==> src/rtl/multicycle_control_if.sv <==
// multicycle_control_if: control-unit bus between multicycle_control (master) and the datapath (slave)
// Datapath to control: instr, imem_ready, ir_op, zero.
// Control to datapath: imem_req, ir_write, pc_write, pc_src, ab_write, aluout_write, alu_src_a, alu_src_b,
//   alu_control, reg_dst, reg_write, halted, state, instr_count.
interface multicycle_control_if #(parameter int COUNT_WIDTH = 16);
  logic [15:0] instr;
  logic imem_ready;
  logic [3:0] ir_op;
  logic zero;
  logic imem_req;
  logic ir_write;
  logic pc_write;
  logic pc_src;
  logic ab_write;
  logic aluout_write;
  logic alu_src_a;
  logic [1:0] alu_src_b;
  logic [3:0] alu_control;
  logic reg_dst;
  logic reg_write;
  logic halted;
  logic [2:0] state;
  logic [COUNT_WIDTH-1:0] instr_count;
  modport master (
    input instr, imem_ready, ir_op, zero,
    output imem_req, ir_write, pc_write, pc_src, ab_write, aluout_write, alu_src_a, alu_src_b,
           alu_control, reg_dst, reg_write, halted, state, instr_count
  );
  modport slave (
    output instr, imem_ready, ir_op, zero,
    input imem_req, ir_write, pc_write, pc_src, ab_write, aluout_write, alu_src_a, alu_src_b,
          alu_control, reg_dst, reg_write, halted, state, instr_count
  );
endinterface

==> src/rtl/multicycle_control.sv <==
// multicycle_control: multicycle FSM sequencing a 16-bit datapath around one shared ALU
// Ports: clock, reset (sync, active-high); bus (master) carries the imem handshake, IR opcode, Zero flag,
//   datapath strobes, mux selects, ALU op, halted flag, debug state and retired-instruction count.
module multicycle_control #(
  parameter int COUNT_WIDTH = 16,
  parameter logic [15:0] HALT_WORD = 16'hFFFF
) (
  input logic clock,
  input logic reset,
  multicycle_control_if.master bus
);
  typedef enum logic [2:0] {FETCH = 3'd0, DECODE = 3'd1, EXECUTE = 3'd2, WRITEBACK = 3'd3, HALT = 3'd4} state_t;
  // ALU op per opcode 0..7, opcode 0 in the low nibble; addi (7) is an add
  localparam logic [31:0] ALU_LUT = {4'b0010, 4'b0111, 4'b1101, 4'b1100, 4'b0001, 4'b0000, 4'b0110, 4'b0010};
  state_t state_q, state_d;
  logic [COUNT_WIDTH-1:0] count_q, count_d;
  logic take;
  assign bus.state = state_q;
  assign bus.instr_count = count_q;
  // beq (1000) takes on zero=1, bne (1001) on zero=0
  assign take = bus.zero ^ bus.ir_op[0];
  always_ff @(posedge clock) begin
    if (reset) begin
      state_q <= FETCH;
      count_q <= '0;
    end else begin
      state_q <= state_d;
      count_q <= count_d;
    end
  end
  always_comb begin
    state_d = state_q;
    count_d = count_q;
    bus.imem_req = 1'b0;
    bus.ir_write = 1'b0;
    bus.pc_write = 1'b0;
    bus.pc_src = 1'b0;
    bus.ab_write = 1'b0;
    bus.aluout_write = 1'b0;
    bus.alu_src_a = 1'b0;
    bus.alu_src_b = 2'b00;
    bus.alu_control = 4'b0000;
    bus.reg_dst = 1'b0;
    bus.reg_write = 1'b0;
    bus.halted = 1'b0;
    if (!reset) begin
      case (state_q)
        FETCH: begin
          bus.imem_req = 1'b1;
          bus.alu_src_b = 2'b01;
          bus.alu_control = 4'b0010;
          if (bus.imem_ready) begin
            bus.ir_write = 1'b1;
            bus.pc_write = bus.instr != HALT_WORD;
            state_d = bus.instr == HALT_WORD ? HALT : DECODE;
          end
        end
        DECODE: begin
          bus.ab_write = 1'b1;
          bus.aluout_write = 1'b1;
          bus.alu_src_b = 2'b11;
          bus.alu_control = 4'b0010;
          state_d = EXECUTE;
        end
        EXECUTE: begin
          if (!bus.ir_op[3]) begin
            bus.alu_src_a = 1'b1;
            bus.alu_src_b = bus.ir_op == 4'b0111 ? 2'b10 : 2'b00;
            bus.alu_control = ALU_LUT[{bus.ir_op[2:0], 2'b00} +: 4];
            bus.aluout_write = 1'b1;
            state_d = WRITEBACK;
          end else begin
            if (bus.ir_op[3:1] == 3'b100) begin
              bus.alu_src_a = 1'b1;
              bus.alu_control = 4'b0110;
              bus.pc_write = take;
              bus.pc_src = take;
            end
            count_d = count_q + COUNT_WIDTH'(1);
            state_d = FETCH;
          end
        end
        WRITEBACK: begin
          bus.reg_write = 1'b1;
          bus.reg_dst = bus.ir_op != 4'b0111;
          count_d = count_q + COUNT_WIDTH'(1);
          state_d = FETCH;
        end
        HALT: bus.halted = 1'b1;
        default: state_d = FETCH;
      endcase
    end
  end
endmodule

==> src/flat_wrapper.sv <==
// flat-port wrapper written by rule: the top's interface ports become plain ports
module multicycle_control_flat 
#(
  parameter int COUNT_WIDTH = 16,
  parameter logic [15:0] HALT_WORD = 16'hFFFF
)
  (clock, reset, bus_instr, bus_imem_ready, bus_ir_op, bus_zero, bus_imem_req, bus_ir_write, bus_pc_write, bus_pc_src, bus_ab_write, bus_aluout_write, bus_alu_src_a, bus_alu_src_b, bus_alu_control, bus_reg_dst, bus_reg_write, bus_halted, bus_state, bus_instr_count);
  multicycle_control_if #(.COUNT_WIDTH(COUNT_WIDTH)) bus_i ();
  input logic clock;
  input logic reset;
  input wire logic [$bits(bus_i.instr)-1:0] bus_instr;
  input wire logic [$bits(bus_i.imem_ready)-1:0] bus_imem_ready;
  input wire logic [$bits(bus_i.ir_op)-1:0] bus_ir_op;
  input wire logic [$bits(bus_i.zero)-1:0] bus_zero;
  output wire logic [$bits(bus_i.imem_req)-1:0] bus_imem_req;
  output wire logic [$bits(bus_i.ir_write)-1:0] bus_ir_write;
  output wire logic [$bits(bus_i.pc_write)-1:0] bus_pc_write;
  output wire logic [$bits(bus_i.pc_src)-1:0] bus_pc_src;
  output wire logic [$bits(bus_i.ab_write)-1:0] bus_ab_write;
  output wire logic [$bits(bus_i.aluout_write)-1:0] bus_aluout_write;
  output wire logic [$bits(bus_i.alu_src_a)-1:0] bus_alu_src_a;
  output wire logic [$bits(bus_i.alu_src_b)-1:0] bus_alu_src_b;
  output wire logic [$bits(bus_i.alu_control)-1:0] bus_alu_control;
  output wire logic [$bits(bus_i.reg_dst)-1:0] bus_reg_dst;
  output wire logic [$bits(bus_i.reg_write)-1:0] bus_reg_write;
  output wire logic [$bits(bus_i.halted)-1:0] bus_halted;
  output wire logic [$bits(bus_i.state)-1:0] bus_state;
  output wire logic [$bits(bus_i.instr_count)-1:0] bus_instr_count;
  assign bus_i.instr = bus_instr;
  assign bus_i.imem_ready = bus_imem_ready;
  assign bus_i.ir_op = bus_ir_op;
  assign bus_i.zero = bus_zero;
  assign bus_imem_req = bus_i.imem_req;
  assign bus_ir_write = bus_i.ir_write;
  assign bus_pc_write = bus_i.pc_write;
  assign bus_pc_src = bus_i.pc_src;
  assign bus_ab_write = bus_i.ab_write;
  assign bus_aluout_write = bus_i.aluout_write;
  assign bus_alu_src_a = bus_i.alu_src_a;
  assign bus_alu_src_b = bus_i.alu_src_b;
  assign bus_alu_control = bus_i.alu_control;
  assign bus_reg_dst = bus_i.reg_dst;
  assign bus_reg_write = bus_i.reg_write;
  assign bus_halted = bus_i.halted;
  assign bus_state = bus_i.state;
  assign bus_instr_count = bus_i.instr_count;
  multicycle_control #(.COUNT_WIDTH(COUNT_WIDTH), .HALT_WORD(HALT_WORD)) u_core (.clock(clock), .reset(reset), .bus(bus_i));
endmodule
==> config.mk <==
export PLATFORM = sky130hd
export DESIGN_NAME = multicycle_control_flat
export DESIGN_NICKNAME = d
export VERILOG_FILES = /design/src/rtl/multicycle_control_if.sv /design/src/rtl/multicycle_control.sv /design/src/flat_wrapper.sv
export SDC_FILE = /design/constraint.sdc
export NUM_CORES = 1
export LEC_CHECK = 0
export ABC_AREA = 1
export BUFFER_PORTS_ARGS = -buffer_cell sky130_fd_sc_hd__buf_2
export CAP_MARGIN = 20
export CORE_ASPECT_RATIO = 0.9
export CORE_MARGIN = 2
export CORE_UTILIZATION = 40
export DETAILED_ROUTE_END_ITERATION = 12
export PLACE_DENSITY_LB_ADDON = 0.2
export SYNTH_ARGS = -nofsm -noshare
export SYNTH_HDL_FRONTEND = slang
export SYNTH_SLANG_ARGS = --single-unit
==> constraint.sdc <==
create_clock -name clock -period 2.3 [get_ports clock]
set_input_delay 0.69 -clock clock [delete_from_list [all_inputs] [get_ports clock]]
set_output_delay 0.69 -clock clock [all_outputs]
set_load 0.005 [all_outputs]
# --- Word-level counts from Yosys, hierarchy flattened ---
# Cells that the tools add are included.
classes:
  add_sub_neg: 1
  eq_ne: 11
  n_shift: 1
  mux: 41
  n_bitwise: 2
  reduce_logical: 5
op_table:
  columns: ["operator", "count"]
  rows:
  - ["16-bit case mux with 2 select lines", 1]
  - ["32-bit by 6-bit variable part select with 4-bit output, first input constant", 1]
  - ["1-bit two-way mux", 25]
  - ["16-bit by 1-bit adder with 16-bit output, second input constant", 1]
  - ["16-bit == test, second input constant", 1]
  - ["16-bit two-way mux", 1]
  - ["16-bit != test, second input constant", 1]
  - ["3-bit case mux with 4 select lines", 1]
  - ["3-bit two-way mux", 3]
  - ["2-bit two-way mux", 4]
  - ["4-bit two-way mux", 2]
  - ["4-bit case mux with 2 select lines", 1]
  - ["3-bit by 2-bit == test with 1-bit output, second input constant", 2]
  - ["3-bit == test, second input constant", 2]
  - ["2-bit case mux with 3 select lines", 1]
  - ["4-bit by 3-bit == test with 1-bit output, second input constant", 1]
  - ["2-bit != test, second input constant", 2]
  - ["4-bit by 3-bit != test with 1-bit output, second input constant", 1]
  - ["1-bit case mux with 2 select lines", 2]
  - ["2-bit AND reduction", 2]
  - ["3-bit by 1-bit == test with 1-bit output, second input constant", 1]
  - ["3-bit zero test", 1]
  - ["2-bit nonzero test", 1]
  - ["2-bit OR reduction", 1]
  - ["other kinds (2)", 2]
word_totals:
  reg_bits: 19
  inputBits: 24
  out_inout_bits: 35
  word_cells: 63

# --- Longest topological paths before layout ---
# Gate-level depths: netlist of the first run.
logic_depth:
  depth_word: 5
  mapped_depth: 8
  ltp_nobuf: 8

# --- Least setup slack after synthesis of the first run ---
# Ideal clock, no wire load.
synth_path:
  kind: "input-to-output"
  start: "in bus_ir_op[2]"
  end: "out bus_alu_control[1]"
  arrival_time_ps: 1390
  required_ps: 1610
  setup_slack_ps: 220
  cell_stages: 5
  path_buffers: 0
  path_cell_list: "inv_1 > ha_1 > or2_2 > nand3_1 > a31oi_1"
synth_between:
  elab_chain_cells: 5
  word_cells_on_any_way: 6
  classes_between: "eq/ne (1); shift (1); mux (4)"
synth_rtl:
  columns: ["element", "line_no", "rtl"]
  rows:
  - ["start: declaration", "flat_wrapper.sv:13", "input wire logic [$bits(bus_i.ir_op)-1:0] bus_ir_op;"]
  - ["branches (longest 2 deep; another with 32-bit by 6-bit variable part select with 4-bit output)", null, null]
  - ["4-bit two-way mux *", "multicycle_control.sv:66", "if (!bus.ir_op[3]) begin"]
  - ["4-bit case mux with 2 select lines *", "multicycle_control.sv:47", "case (state_q)"]
  - ["4-bit two-way mux *", "multicycle_control.sv:46", "if (!reset) begin"]
  - ["end: declaration", "flat_wrapper.sv:23", "output wire logic [$bits(bus_i.alu_control)-1:0] bus_alu_control;"]
# Every way passes the cells marked *.

# --- Worst setup path in the final report of the first run ---
layout_path:
  start: "in bus_ir_op[2]"
  end: "out bus_alu_control[2]"
# The elaborated chain is that of the path after synthesis.

==> results of run 1 <==
report_power, final:
| part | leakage (nW) | internal (mW) | switching, mW |
|---|---|---|---|
| sequential | 0.154 | 0.338 | 0.0173 |
| combinational | 0.708 | 0.0734 | 0.0995 |
| clock | 0.0228 | 0.123 | 0.109 |
synth_stat cells:
cell                        n
sky130_fd_sc_hd__a211oi_2   1
sky130_fd_sc_hd__a21oi_1   13
sky130_fd_sc_hd__a31oi_1    2
sky130_fd_sc_hd__buf_2      1
sky130_fd_sc_hd__buf_4      2
sky130_fd_sc_hd__buf_6      1
sky130_fd_sc_hd__clkbuf_1   2
sky130_fd_sc_hd__dfxtp_1   19
sky130_fd_sc_hd__ha_1       4
sky130_fd_sc_hd__inv_1     34
sky130_fd_sc_hd__inv_2      1
sky130_fd_sc_hd__nand2_1   54
sky130_fd_sc_hd__nand2_2    2
sky130_fd_sc_hd__nand3_1   14
sky130_fd_sc_hd__nand3_2    2
sky130_fd_sc_hd__nand3b_1   2
sky130_fd_sc_hd__nand4_1    7
sky130_fd_sc_hd__nor2_1    35
sky130_fd_sc_hd__nor2_2     1
sky130_fd_sc_hd__nor2_4     2
sky130_fd_sc_hd__nor3_1     7
sky130_fd_sc_hd__nor3_2     1
sky130_fd_sc_hd__o211ai_1   1
sky130_fd_sc_hd__o21a_1     1
sky130_fd_sc_hd__o21ai_0    5
sky130_fd_sc_hd__o21ai_1    4
sky130_fd_sc_hd__or2_2      1
sky130_fd_sc_hd__xor2_1     1
registers in the layout (all words and copies together), names as in the netlist:
name                    cells
u_core.bus.instr_count     16
u_core.bus.state            3
area by class of cell:
cell class	count	area, µm²
inverters	35	131
well taps	42	52.6
repair buffers	63	328
flip-flops and latches	19	382
multi-input cells	160	813
fillers	331	1360
clock buffers	4	45.0
worst max path at each step:
stage | slack [ns] | depth (start not counted) | endpoint | from
2_1_floorplan | 0.22 | 5 | bus_alu_control[1] | bus_ir_op[2]
3_3_place_gp | -0.005 | 7 | bus_alu_control[1] | bus_ir_op[1]
3_5_place_dp | -0.008 | 7 | bus_alu_control[1] | bus_ir_op[1]
4_1_cts | 0.02 | 7 | bus_alu_control[1] | bus_ir_op[1]
5_1_grt | -0.08 | 7 | bus_alu_control[2] | bus_ir_op[2]
6_report | -0.04 | 7 | bus_alu_control[2] | bus_ir_op[2]
cell families after synthesis:
group           count (synthesis)  share of synthesized area
compound gates                 27                      0.112
fa+ha+maj                       4                     0.0375
buf+inv                        41                      0.127
xor+xnor                        1                    0.00656
flops                          19                      0.285
simple gates                  128                      0.431
per-stage QoR:
step / util / setup WS (ns) / instances
2_1_floorplan: - / 0.220 / 220
3_3_place_gp: 0.538 / -0.00453 / 319
3_5_place_dp: 0.538 / -0.00752 / 319
4_1_cts: 0.556 / 0.0204 / 323
5_1_grt: 0.562 / -0.0816 / 323
6_report: 0.562 / -0.0410 / 323
worst max-delay path, stage by stage:
cell and delay (ns):
sky130_fd_sc_hd__buf_2 0.10, sky130_fd_sc_hd__inv_1 0.07, sky130_fd_sc_hd__ha_2 0.19, sky130_fd_sc_hd__or2_4 0.13, sky130_fd_sc_hd__nand2_1 0.09, sky130_fd_sc_hd__nor3_2 0.23, sky130_fd_sc_hd__buf_2 0.15
per-layer routing:
layer / track usage / up-vias / wire length (µm)
li1: - / 820 / -
met1: 0.236 / 635 / 1650
met2: 0.274 / 33 / 1430
met3: 0.0421 / 6 / 143
met4: 0.0456 / 0 / 48
met5: 0 / - / 0
==> results_tabular.tex, run 1 <==
\begin{tabular}{lr}
\hline
Metric & Value \\
\hline
\multicolumn{2}{l}{\textbf{Status}} \\
\quad Outcome & finished, violations left \\
\quad Violations in the final reports & negative setup slack \\
\multicolumn{2}{l}{\textbf{Synthesis}} \\
\quad Cell area after technology mapping & 1340 µm² \\
\quad Share of synthesized area occupied by flip-flops and latches & 0.285 \\
\quad Cells taking the most area after synthesis & sky130\_fd\_sc\_hd\_\_dfxtp\_1, sky130\_fd\_sc\_hd\_\_nand2\_1, sky130\_fd\_sc\_hd\_\_nor2\_1 \\
\quad Synth area leader & sky130\_fd\_sc\_hd\_\_dfxtp\_1 \\
\quad Synth warnings & 0 \\
\quad Distinct cells, synth & 28 \\
\quad Synth top area share & 0.285 \\
\quad Synthesized flop and latch total & 19 \\
\quad Post-synthesis area per instance & 6.07 µm² \\
\quad Mapped Nets & 248 \\
\quad Synthesized netlist cell count & 220 \\
\multicolumn{2}{l}{\textbf{Worst hold path}} \\
\quad Critical hold path startpoint & u\_core.bus.instr\_count[11] \\
\quad Hold path cells & 2 \\
\quad Worst min-delay path endpoint & u\_core.bus.instr\_count[11] \\
\quad Path type of the worst min-delay path & reg2reg \\
\multicolumn{2}{l}{\textbf{Critical path}} \\
\quad Startpoint type of the worst setup path & input port \\
\quad Critical path peak fanout & 2 \\
\quad Worst path arrival time & 1.65 ns \\
\quad R2r endpoint & u\_core.bus.instr\_count[5] \\
\quad Startpoint of the worst-slack reg-to-reg timing path & u\_core.bus.state[0] \\
\quad Type of destination of the critical path & output port \\
\quad Register-to-Register Path Depth & 6 \\
\quad Worst setup path class & in2out \\
\quad Register-to-register setup slack & 0.68 ns \\
\quad Required time at the worst-slack endpoint & 1.61 ns \\
\multicolumn{2}{l}{\textbf{Finish}} \\
\quad Final Net Count & 310 \\
\quad Commonest cells after routing, fill and taps aside & sky130\_fd\_sc\_hd\_\_buf\_2, sky130\_fd\_sc\_hd\_\_nand2\_1, sky130\_fd\_sc\_hd\_\_nor2\_1, sky130\_fd\_sc\_hd\_\_inv\_1, sky130\_fd\_sc\_hd\_\_dfxtp\_1 \\
\quad P\&R area growth vs syn & 31.2\% \\
\quad Fraction of layout instances using a drive strength above 1 & 0.299 \\
\quad Count of inserted antenna diode cells & 0 \\
\quad Most common cell after layout, fill and taps aside & sky130\_fd\_sc\_hd\_\_buf\_2 \\
\quad Post-Layout Inst Area & 1750 µm² \\
\multicolumn{2}{l}{\textbf{Global routing}} \\
\quad Initial antenna violation count & 0 \\
\quad Global routing usage summed across all routing layers & 0.173 \\
\quad Maximum number of pins on one net before global-route repair & 32 \\
\quad Overall overflow remaining after global route & 0 \\
\quad Vias in the first global route & 1219 \\
\quad Wire length of the first global-routing pass & 5240 µm \\
\multicolumn{2}{l}{\textbf{Detailed routing}} \\
\quad Avg Vias per Cell & 4.63 \\
\quad Via total after detailed routing & 1494 \\
\quad Iteration count of the initial detailed-routing pass & 4 \\
\quad DR WL/cell & 10.1 µm \\
\quad DRC violation count after routing & 0 \\
\quad Routed wire length & 3260 µm \\
\quad Initial DRC Count & 123 \\
\quad Remaining number of nets flagged by the antenna check after routing & 0 \\
\multicolumn{2}{l}{\textbf{Timing}} \\
\quad Normalized max-slew margin & 0.654 \\
\quad Maximum clock skew at final layout & 0.00144 ns \\
\quad Unrepaired setup endpoints after global routing & yes \\
\quad Ratio of final minimum period to clock period & 1.02 \\
\quad Hold Worst Slack & 0.477 ns \\
\quad Slack of the critical path & -0.0410 ns \\
\quad Hold Vio Cnt, Final & 0 \\
\quad Setup TNS & -0.0410 ns \\
\quad Transition time of the tightest slew-check pin & 0.517 ns \\
\quad Max Clock Freq & 427 MHz \\
\quad Slew Limit Fails & 0 \\
\quad Min cycle time layout & 2.34 ns \\
\quad Final setup violation count & 1 \\
\multicolumn{2}{l}{\textbf{Clock network}} \\
\quad Worst-path clk slew & 0.07 ns \\
\quad Setup Buffers After CTS & 0 \\
\quad Maximum clock path buffer count & 2 \\
\quad Root buffer selected by CTS & sky130\_fd\_sc\_hd\_\_clkbuf\_8 \\
\quad Total clock sinks & 19 \\
\quad Clock tree from TritonCTS & done \\
\quad Post-cts gate resize count & 2 \\
\quad Cts-stage hold buffer count & 0 \\
\quad Htree depth & 1 \\
\quad Total clock buffers created by CTS & 3 \\
\quad Insertion delay of the later-clocked pin in the worst-skew pair & 0.25 ns \\
\multicolumn{2}{l}{\textbf{Power and ir drop}} \\
\quad Max VDD drop & 260 µV \\
\quad Total Power & 760 µW \\
\quad Pwr per Cell Area & 434 nW/µm² \\
\quad Static Leakage & 0.884 nW \\
\multicolumn{2}{l}{\textbf{Placement}} \\
\quad Final GP Congestion & 0.869 \\
\quad Port buffer count & 58 \\
\quad Placed wire-length estimate after detailed placement & 2390 µm \\
\quad Placed inst area & 1680 µm² \\
\multicolumn{2}{l}{\textbf{Floorplanning}} \\
\quad Die height & 58.8 µm \\
\quad Starting Density & 0.429 \\
\quad I/O pin cnt & 59 \\
\quad Floorplan die area & 3820 µm² \\
\quad \# rows & 19 \\
\quad Die X & 64.9 µm \\
\quad Core area & 3110 µm² \\
\multicolumn{2}{l}{\textbf{Run}} \\
\quad MaxCap Viol Count & 0 \\
\hline
\end{tabular}
(Power assumes the default switching activity.)
==> run 2: changes to the inputs <==
--- a/config.mk
+++ b/config.mk
@@ -8,7 +8,7 @@
 export ABC_AREA = 1
 export BUFFER_PORTS_ARGS = -buffer_cell sky130_fd_sc_hd__buf_2
 export CAP_MARGIN = 20
-export CORE_ASPECT_RATIO = 0.9
+export CORE_ASPECT_RATIO = 2
 export CORE_MARGIN = 2
 export CORE_UTILIZATION = 40
 export DETAILED_ROUTE_END_ITERATION = 12
==> results_tabular.tex, run 2 (synthesis results as in run 1) <==
\begin{tabular}{lr}
\hline
Metric & Value \\
\hline
\multicolumn{2}{l}{\textbf{Detailed routing}} \\
\quad Initial DRC Count & 32 (-74\%) \\
\quad Remaining number of nets flagged by the antenna check after routing & 0 (unchanged) \\
\quad DR WL/cell & 10.3 µm (+2.4\%) \\
\quad Via total after detailed routing & 1544 (+3.3\%) \\
\quad Routed met2 length & 1790 µm (+26\%) \\
\quad Detailed-routed wire length on met3 & 161 µm (+13\%) \\
\quad Iteration count of the initial detailed-routing pass & 4 (unchanged) \\
\quad Avg Vias per Cell & 4.92 (+6.3\%) \\
\quad Met1 Wirelength & 1230 µm (-26\%) \\
\quad Routed wire length & 3250 µm (-0.46\%) \\
\quad Top sig layer & met4 \\
\quad DRC violation count after routing & 0 (unchanged) \\
\multicolumn{2}{l}{\textbf{Floorplanning}} \\
\quad Core area & 3190 µm² (+2.5\%) \\
\quad \# rows & 29 (+10) \\
\quad Die X & 44.9 µm (-31\%) \\
\quad I/O pin cnt & 59 (unchanged) \\
\quad Die height & 85.7 µm (+46\%) \\
\quad Floorplan die area & 3840 µm² (+0.72\%) \\
\quad Starting Density & 0.418 (-0.0106) \\
\multicolumn{2}{l}{\textbf{Global routing}} \\
\quad Vias in the first global route & 1451 (+19\%) \\
\quad Overall overflow remaining after global route & 0 (unchanged) \\
\quad Initial antenna violation count & 0 (unchanged) \\
\quad Global routing usage summed across all routing layers & 0.189 (+0.0165) \\
\quad Wire length of the first global-routing pass & 5630 µm (+7.4\%) \\
\quad Maximum number of pins on one net before global-route repair & 32 (unchanged) \\
\multicolumn{2}{l}{\textbf{Worst hold path}} \\
\quad Path type of the worst min-delay path & reg2reg \\
\multicolumn{2}{l}{\textbf{Clock network}} \\
\quad Setup Buffers After CTS & 0 (unchanged) \\
\quad Insertion delay of the later-clocked pin in the worst-skew pair & 0.25 ns (about the same) \\
\quad Clock tree from TritonCTS & done \\
\quad Maximum clock path buffer count & 2 (unchanged) \\
\quad Cts-stage hold buffer count & 0 (unchanged) \\
\quad Htree depth & 1 (unchanged) \\
\quad Root buffer selected by CTS & sky130\_fd\_sc\_hd\_\_clkbuf\_8 \\
\quad Total clock buffers created by CTS & 3 (unchanged) \\
\quad Worst-path clk slew & 0.07 ns (about the same) \\
\quad Total clock sinks & 19 (unchanged) \\
\multicolumn{2}{l}{\textbf{Critical path}} \\
\quad Worst setup path class & in2out \\
\quad Worst path arrival time & 1.53 ns (-0.12 ns) \\
\quad Required time at the worst-slack endpoint & 1.61 ns (about the same) \\
\quad Critical path peak fanout & 2 (unchanged) \\
\quad Startpoint type of the worst setup path & input port \\
\quad Type of destination of the critical path & output port \\
\multicolumn{2}{l}{\textbf{Finish}} \\
\quad Count of inserted antenna diode cells & 0 (unchanged) \\
\quad Number of flip-flops under the largest register name & 16 (unchanged) \\
\quad FF/Latch Area & 382 µm² (unchanged) \\
\quad Final-layout fill cell count & 343 (+3.6\%) \\
\quad Final cell count without fillers & 314 (-2.8\%) \\
\quad Commonest cells after routing, fill and taps aside & sky130\_fd\_sc\_hd\_\_buf\_2, sky130\_fd\_sc\_hd\_\_nand2\_1, sky130\_fd\_sc\_hd\_\_nor2\_1, sky130\_fd\_sc\_hd\_\_inv\_1, sky130\_fd\_sc\_hd\_\_dfxtp\_1 \\
\quad Final Net Count & 312 (+0.65\%) \\
\quad P\&R area growth vs syn & 31.7\% \\
\quad Post-Layout Inst Area & 1760 µm² (+0.36\%) \\
\quad Combined area of the multi-input logic cells & 818 µm² (+0.62\%) \\
\quad Most common cell after layout, fill and taps aside & sky130\_fd\_sc\_hd\_\_buf\_2 \\
\quad Fraction of layout instances using a drive strength above 1 & 0.304 (+0.00495) \\
\multicolumn{2}{l}{\textbf{Power and ir drop}} \\
\quad Max VDD drop & 239 µV (-8.2\%) \\
\quad Static Leakage & 0.894 nW (+1.1\%) \\
\quad Pwr per Cell Area & 435 nW/µm² (+0.11\%) \\
\multicolumn{2}{l}{\textbf{Timing}} \\
\quad Maximum clock skew at final layout & 0.00241 ns (+0.000970 ns) \\
\quad Ratio of final minimum period to clock period & 0.964 (-0.0538) \\
\quad Min cycle time layout & 2.22 ns (-0.124 ns) \\
\quad Normalized max-slew margin & 0.658 (+0.00410) \\
\quad Transition time of the tightest slew-check pin & 0.511 ns (-0.00613 ns) \\
\quad Max Clock Freq & 451 MHz (+5.6\%) \\
\quad Final setup violation count & 0 (-1) \\
\quad Slew Limit Fails & 0 (unchanged) \\
\quad Unrepaired setup endpoints after global routing & no \\
\quad Hold Vio Cnt, Final & 0 (unchanged) \\
\multicolumn{2}{l}{\textbf{Run}} \\
\quad MaxCap Viol Count & 0 (unchanged) \\
\multicolumn{2}{l}{\textbf{Placement}} \\
\quad Port buffer count & 58 (unchanged) \\
\quad \# placed instances & 310 (-2.8\%) \\
\quad Placed inst area & 1680 µm² (about the same) \\
\quad Final GP Congestion & 0.766 (-12\%) \\
\quad Placed wire-length estimate after detailed placement & 2630 µm (+10\%) \\
\multicolumn{2}{l}{\textbf{Status}} \\
\quad Outcome & finished, final reports clean \\
\hline
\end{tabular}
run 2: cell count changes in the layout (fill, tap and decap cells not counted), sizes merged:
cell	previous run	this run
buf	63	65
run 2: per-layer routing:
layer | vias up | global-route usage
met3 | 6 | 0.0211
met1 | 669 | 0.187
li1 | 818 | -
met5 | - | 0
met2 | 51 | 0.366
met4 | 0 | 0.0802
run 2: worst paths after layout:
path,startpoint,to,cells past startpoint,slack (ns)
max reg2reg,u_core.bus.state[0],u_core.bus.instr_count[12],7,0.76
min reg2reg,u_core.bus.instr_count[11],u_core.bus.instr_count[11],2,0.48
max,bus_ir_op[1],bus_alu_control[1],7,0.08
min,u_core.bus.instr_count[11],u_core.bus.instr_count[11],2,0.48
run 2: critical path: stages:
cell and delay, ns:
sky130_fd_sc_hd__buf_2 0.11, sky130_fd_sc_hd__inv_2 0.07, sky130_fd_sc_hd__ha_4 0.20, sky130_fd_sc_hd__nand2_2 0.08, sky130_fd_sc_hd__nand3_2 0.07, sky130_fd_sc_hd__a31oi_1 0.18, sky130_fd_sc_hd__buf_2 0.13
run 2: cell type report:
type                       count  share of cell area
tap                           31              0.0221
inverter                      35              0.0747
multi-input combinational    160               0.465
sequential                    19               0.217
timing repair buffer          65               0.195
clock buffer                   4              0.0256
run 2: where the power goes:
part | switching, mW | internal, mW | total [mW]
clock network | 0.111 | 0.123 | 0.234
logic | 0.0987 | 0.0759 | 0.175
registers | 0.0164 | 0.338 | 0.355
total | 0.227 | 0.537 | 0.764
run 2: stage by stage:
stage                     hold WS [ns]   util  setup WS [ns]  power [mW]  TNS [ns]
after detailed placement         0.473  0.525        -0.0196       0.529   -0.0196
after global routing             0.518  0.551        0.00313       0.814         0
after global placement           0.471  0.525        -0.0105       0.528   -0.0105
after CTS                        0.485  0.542        0.00532       0.765         0
final                            0.478  0.551         0.0827       0.764         0
after floorplan                  0.462      -          0.220       0.461         0
run 2: timing repair:
action,in CTS,in global routing
pin swaps,0,2
resized for setup,2,8
gates cloned,0,0
setup endpoints to repair,2,7
==> run 3: changes to the inputs <==
--- a/config.mk
+++ b/config.mk
@@ -10,7 +10,7 @@
 export CAP_MARGIN = 20
 export CORE_ASPECT_RATIO = 2
 export CORE_MARGIN = 2
-export CORE_UTILIZATION = 40
+export CORE_UTILIZATION = 37
 export DETAILED_ROUTE_END_ITERATION = 12
 export PLACE_DENSITY_LB_ADDON = 0.2
 export SYNTH_ARGS = -nofsm -noshare
==> results_tabular.tex, run 3 (synthesis results as in run 1) <==
\begin{tabular}{lr}
\hline
Metric & Value \\
\hline
\multicolumn{2}{l}{\textbf{Status}} \\
\quad Outcome & finished, final reports clean \\
\multicolumn{2}{l}{\textbf{Placement}} \\
\quad Port buffer count & 58 (unchanged) \\
\quad Placed wire-length estimate after detailed placement & 2710 µm (+3.0\%) \\
\quad Post-placement worst setup slack & -0.00757 ns (+0.0121 ns) \\
\quad Placed inst area & 1700 µm² (+1.3\%) \\
\quad Final GP Congestion & 0.738 (-3.7\%) \\
\multicolumn{2}{l}{\textbf{Global routing}} \\
\quad Vias in the first global route & 1397 (-3.7\%) \\
\quad Maximum number of pins on one net before global-route repair & 32 (unchanged) \\
\quad Wire length of the first global-routing pass & 5400 µm (-4.2\%) \\
\quad Overall overflow remaining after global route & 0 (unchanged) \\
\quad Initial antenna violation count & 0 (unchanged) \\
\quad Global routing usage summed across all routing layers & 0.177 (-0.0122) \\
\multicolumn{2}{l}{\textbf{Run}} \\
\quad MaxCap Viol Count & 0 (unchanged) \\
\multicolumn{2}{l}{\textbf{Detailed routing}} \\
\quad Initial DRC Count & 31 (-3.1\%) \\
\quad Routed wire length & 3430 µm (+5.6\%) \\
\quad Avg Vias per Cell & 4.67 (-5.0\%) \\
\quad Iteration count of the initial detailed-routing pass & 4 (unchanged) \\
\quad DRC violation count after routing & 0 (unchanged) \\
\quad Remaining number of nets flagged by the antenna check after routing & 0 (unchanged) \\
\quad DR WL/cell & 10.4 µm (+0.21\%) \\
\quad Via total after detailed routing & 1547 (+0.19\%) \\
\multicolumn{2}{l}{\textbf{Critical path}} \\
\quad Worst setup path class & in2out \\
\quad Startpoint of the worst-slack reg-to-reg timing path & u\_core.bus.state[0] \\
\quad Required time at the worst-slack endpoint & 1.61 ns (about the same) \\
\quad Crit path from & bus\_ir\_op[1] \\
\quad Worst path arrival time & 1.51 ns (-0.02 ns) \\
\quad Register-to-Register Path Depth & 6 (-1) \\
\quad R2r endpoint & u\_core.bus.instr\_count[5] \\
\quad Startpoint type of the worst setup path & input port \\
\quad Critical path peak fanout & 2 (unchanged) \\
\quad Register-to-register setup slack & 0.74 ns (-0.02 ns) \\
\quad Type of destination of the critical path & output port \\
\quad Critical path endpoint & bus\_alu\_control[1] \\
\multicolumn{2}{l}{\textbf{Timing}} \\
\quad Final setup violation count & 0 (unchanged) \\
\quad Unrepaired setup endpoints after global routing & yes \\
\quad Max Clock Freq & 454 MHz (+0.65\%) \\
\quad Maximum clock skew at final layout & 0.00210 ns (-0.000317 ns) \\
\quad Min cycle time layout & 2.20 ns (-0.0143 ns) \\
\quad Transition time of the tightest slew-check pin & 0.515 ns (+0.00348 ns) \\
\quad Normalized max-slew margin & 0.656 (-0.00233) \\
\quad Slack of the critical path & 0.0970 ns (+0.0143 ns) \\
\quad Hold Vio Cnt, Final & 0 (unchanged) \\
\quad Ratio of final minimum period to clock period & 0.958 (-0.00623) \\
\quad Setup TNS & 0 ns (unchanged) \\
\quad Slew Limit Fails & 0 (unchanged) \\
\multicolumn{2}{l}{\textbf{Finish}} \\
\quad Most common cell after layout, fill and taps aside & sky130\_fd\_sc\_hd\_\_buf\_2 \\
\quad Count of inserted antenna diode cells & 0 (unchanged) \\
\quad Final Net Count & 312 (unchanged) \\
\quad Post-Layout Inst Area & 1780 µm² (+1.2\%) \\
\quad Final Util & 0.521 (-0.0297) \\
\quad Commonest cells after routing, fill and taps aside & sky130\_fd\_sc\_hd\_\_buf\_2, sky130\_fd\_sc\_hd\_\_nand2\_1, sky130\_fd\_sc\_hd\_\_nor2\_1, sky130\_fd\_sc\_hd\_\_inv\_1, sky130\_fd\_sc\_hd\_\_dfxtp\_1 \\
\quad P\&R area growth vs syn & 33.3\% \\
\quad Number of flip-flops under the largest register name & 16 (unchanged) \\
\quad Fraction of layout instances using a drive strength above 1 & 0.304 (unchanged) \\
\multicolumn{2}{l}{\textbf{Floorplanning}} \\
\quad Floorplan die area & 4130 µm² (+7.6\%) \\
\quad Core area & 3420 µm² (+7.0\%) \\
\quad Die X & 46.5 µm (+3.6\%) \\
\quad I/O pin cnt & 59 (unchanged) \\
\quad Starting Density & 0.391 (-0.0273) \\
\quad Die height & 89.0 µm (+3.8\%) \\
\quad \# rows & 30 (+3.4\%) \\
\multicolumn{2}{l}{\textbf{Clock network}} \\
\quad Root buffer selected by CTS & sky130\_fd\_sc\_hd\_\_clkbuf\_8 \\
\quad Cts-stage hold buffer count & 0 (unchanged) \\
\quad Htree depth & 1 (unchanged) \\
\quad Insertion delay of the later-clocked pin in the worst-skew pair & 0.26 ns (about the same) \\
\quad Setup Buffers After CTS & 0 (unchanged) \\
\quad Worst-path clk slew & 0.07 ns (about the same) \\
\quad Total clock sinks & 19 (unchanged) \\
\quad Total clock buffers created by CTS & 3 (unchanged) \\
\quad Clock tree from TritonCTS & done \\
\quad Maximum clock path buffer count & 2 (unchanged) \\
\multicolumn{2}{l}{\textbf{Power and ir drop}} \\
\quad Static Leakage & 0.894 nW (about the same) \\
\quad Total Power & 768 µW (+0.58\%) \\
\quad Pwr per Cell Area & 432 nW/µm² (-0.62\%) \\
\quad Max VDD drop & 255 µV (+6.8\%) \\
\multicolumn{2}{l}{\textbf{Worst hold path}} \\
\quad Path type of the worst min-delay path & reg2reg \\
\hline
\end{tabular}
run 3: per-layer routing:
metal | vias up | share of wire | GRT usage
li1 | 820 | - | -
met1 | 666 | 0.38 | 0.161
met2 | 54 | 0.54 | 0.345
met3 | 7 | 0.054 | 0.0242
met4 | 0 | 0.026 | 0.0935
met5 | - | 0 | 0
run 3: layout make-up:
type | instances | area [µm²]
clock buffers | 4 | 45.0
fillers | 365 | 1640
well taps | 48 | 60.1
multi-input cells | 160 | 818
repair buffers | 65 | 343
flip-flops and latches | 19 | 382
inverters | 35 | 131
run 3: worst min path at each step:
stage | from | to | slack [ns] | cells past startpoint
2_1_floorplan | u_core.bus.instr_count[11] | u_core.bus.instr_count[11] | 0.46 | 2
3_3_place_gp | u_core.bus.instr_count[11] | u_core.bus.instr_count[11] | 0.47 | 2
3_5_place_dp | u_core.bus.instr_count[11] | u_core.bus.instr_count[11] | 0.48 | 2
4_1_cts | u_core.bus.instr_count[11] | u_core.bus.instr_count[11] | 0.49 | 2
5_1_grt | u_core.bus.instr_count[11] | u_core.bus.instr_count[11] | 0.51 | 2
6_report | u_core.bus.instr_count[11] | u_core.bus.instr_count[11] | 0.48 | 2
run 3: through the flow:
stage,hold WS (ns),cells
finish,0.477,331
global route,0.515,331
CTS,0.488,331
detailed placement,0.477,327
global placement,0.475,327
floorplan,0.462,220
run 3: power breakdown:
| part | total (mW) | internal, mW | switching (mW) |
|---|---|---|---|
| clock network | 0.237 | 0.123 | 0.114 |
| registers | 0.355 | 0.338 | 0.0168 |
| logic | 0.176 | 0.0766 | 0.0998 |
run 3: worst max-delay path, stage by stage:
cell	delay (ns)
sky130_fd_sc_hd__buf_2	0.11
sky130_fd_sc_hd__inv_2	0.08
sky130_fd_sc_hd__ha_4	0.20
sky130_fd_sc_hd__nand2_2	0.07
sky130_fd_sc_hd__nand3_2	0.06
sky130_fd_sc_hd__a31oi_1	0.16
sky130_fd_sc_hd__buf_2	0.13
run 3: repair_timing:
item	4_1_cts	5_1_grt
gates resized for setup	2	8
setup endpoints to repair	3	7
pin swaps	0	1
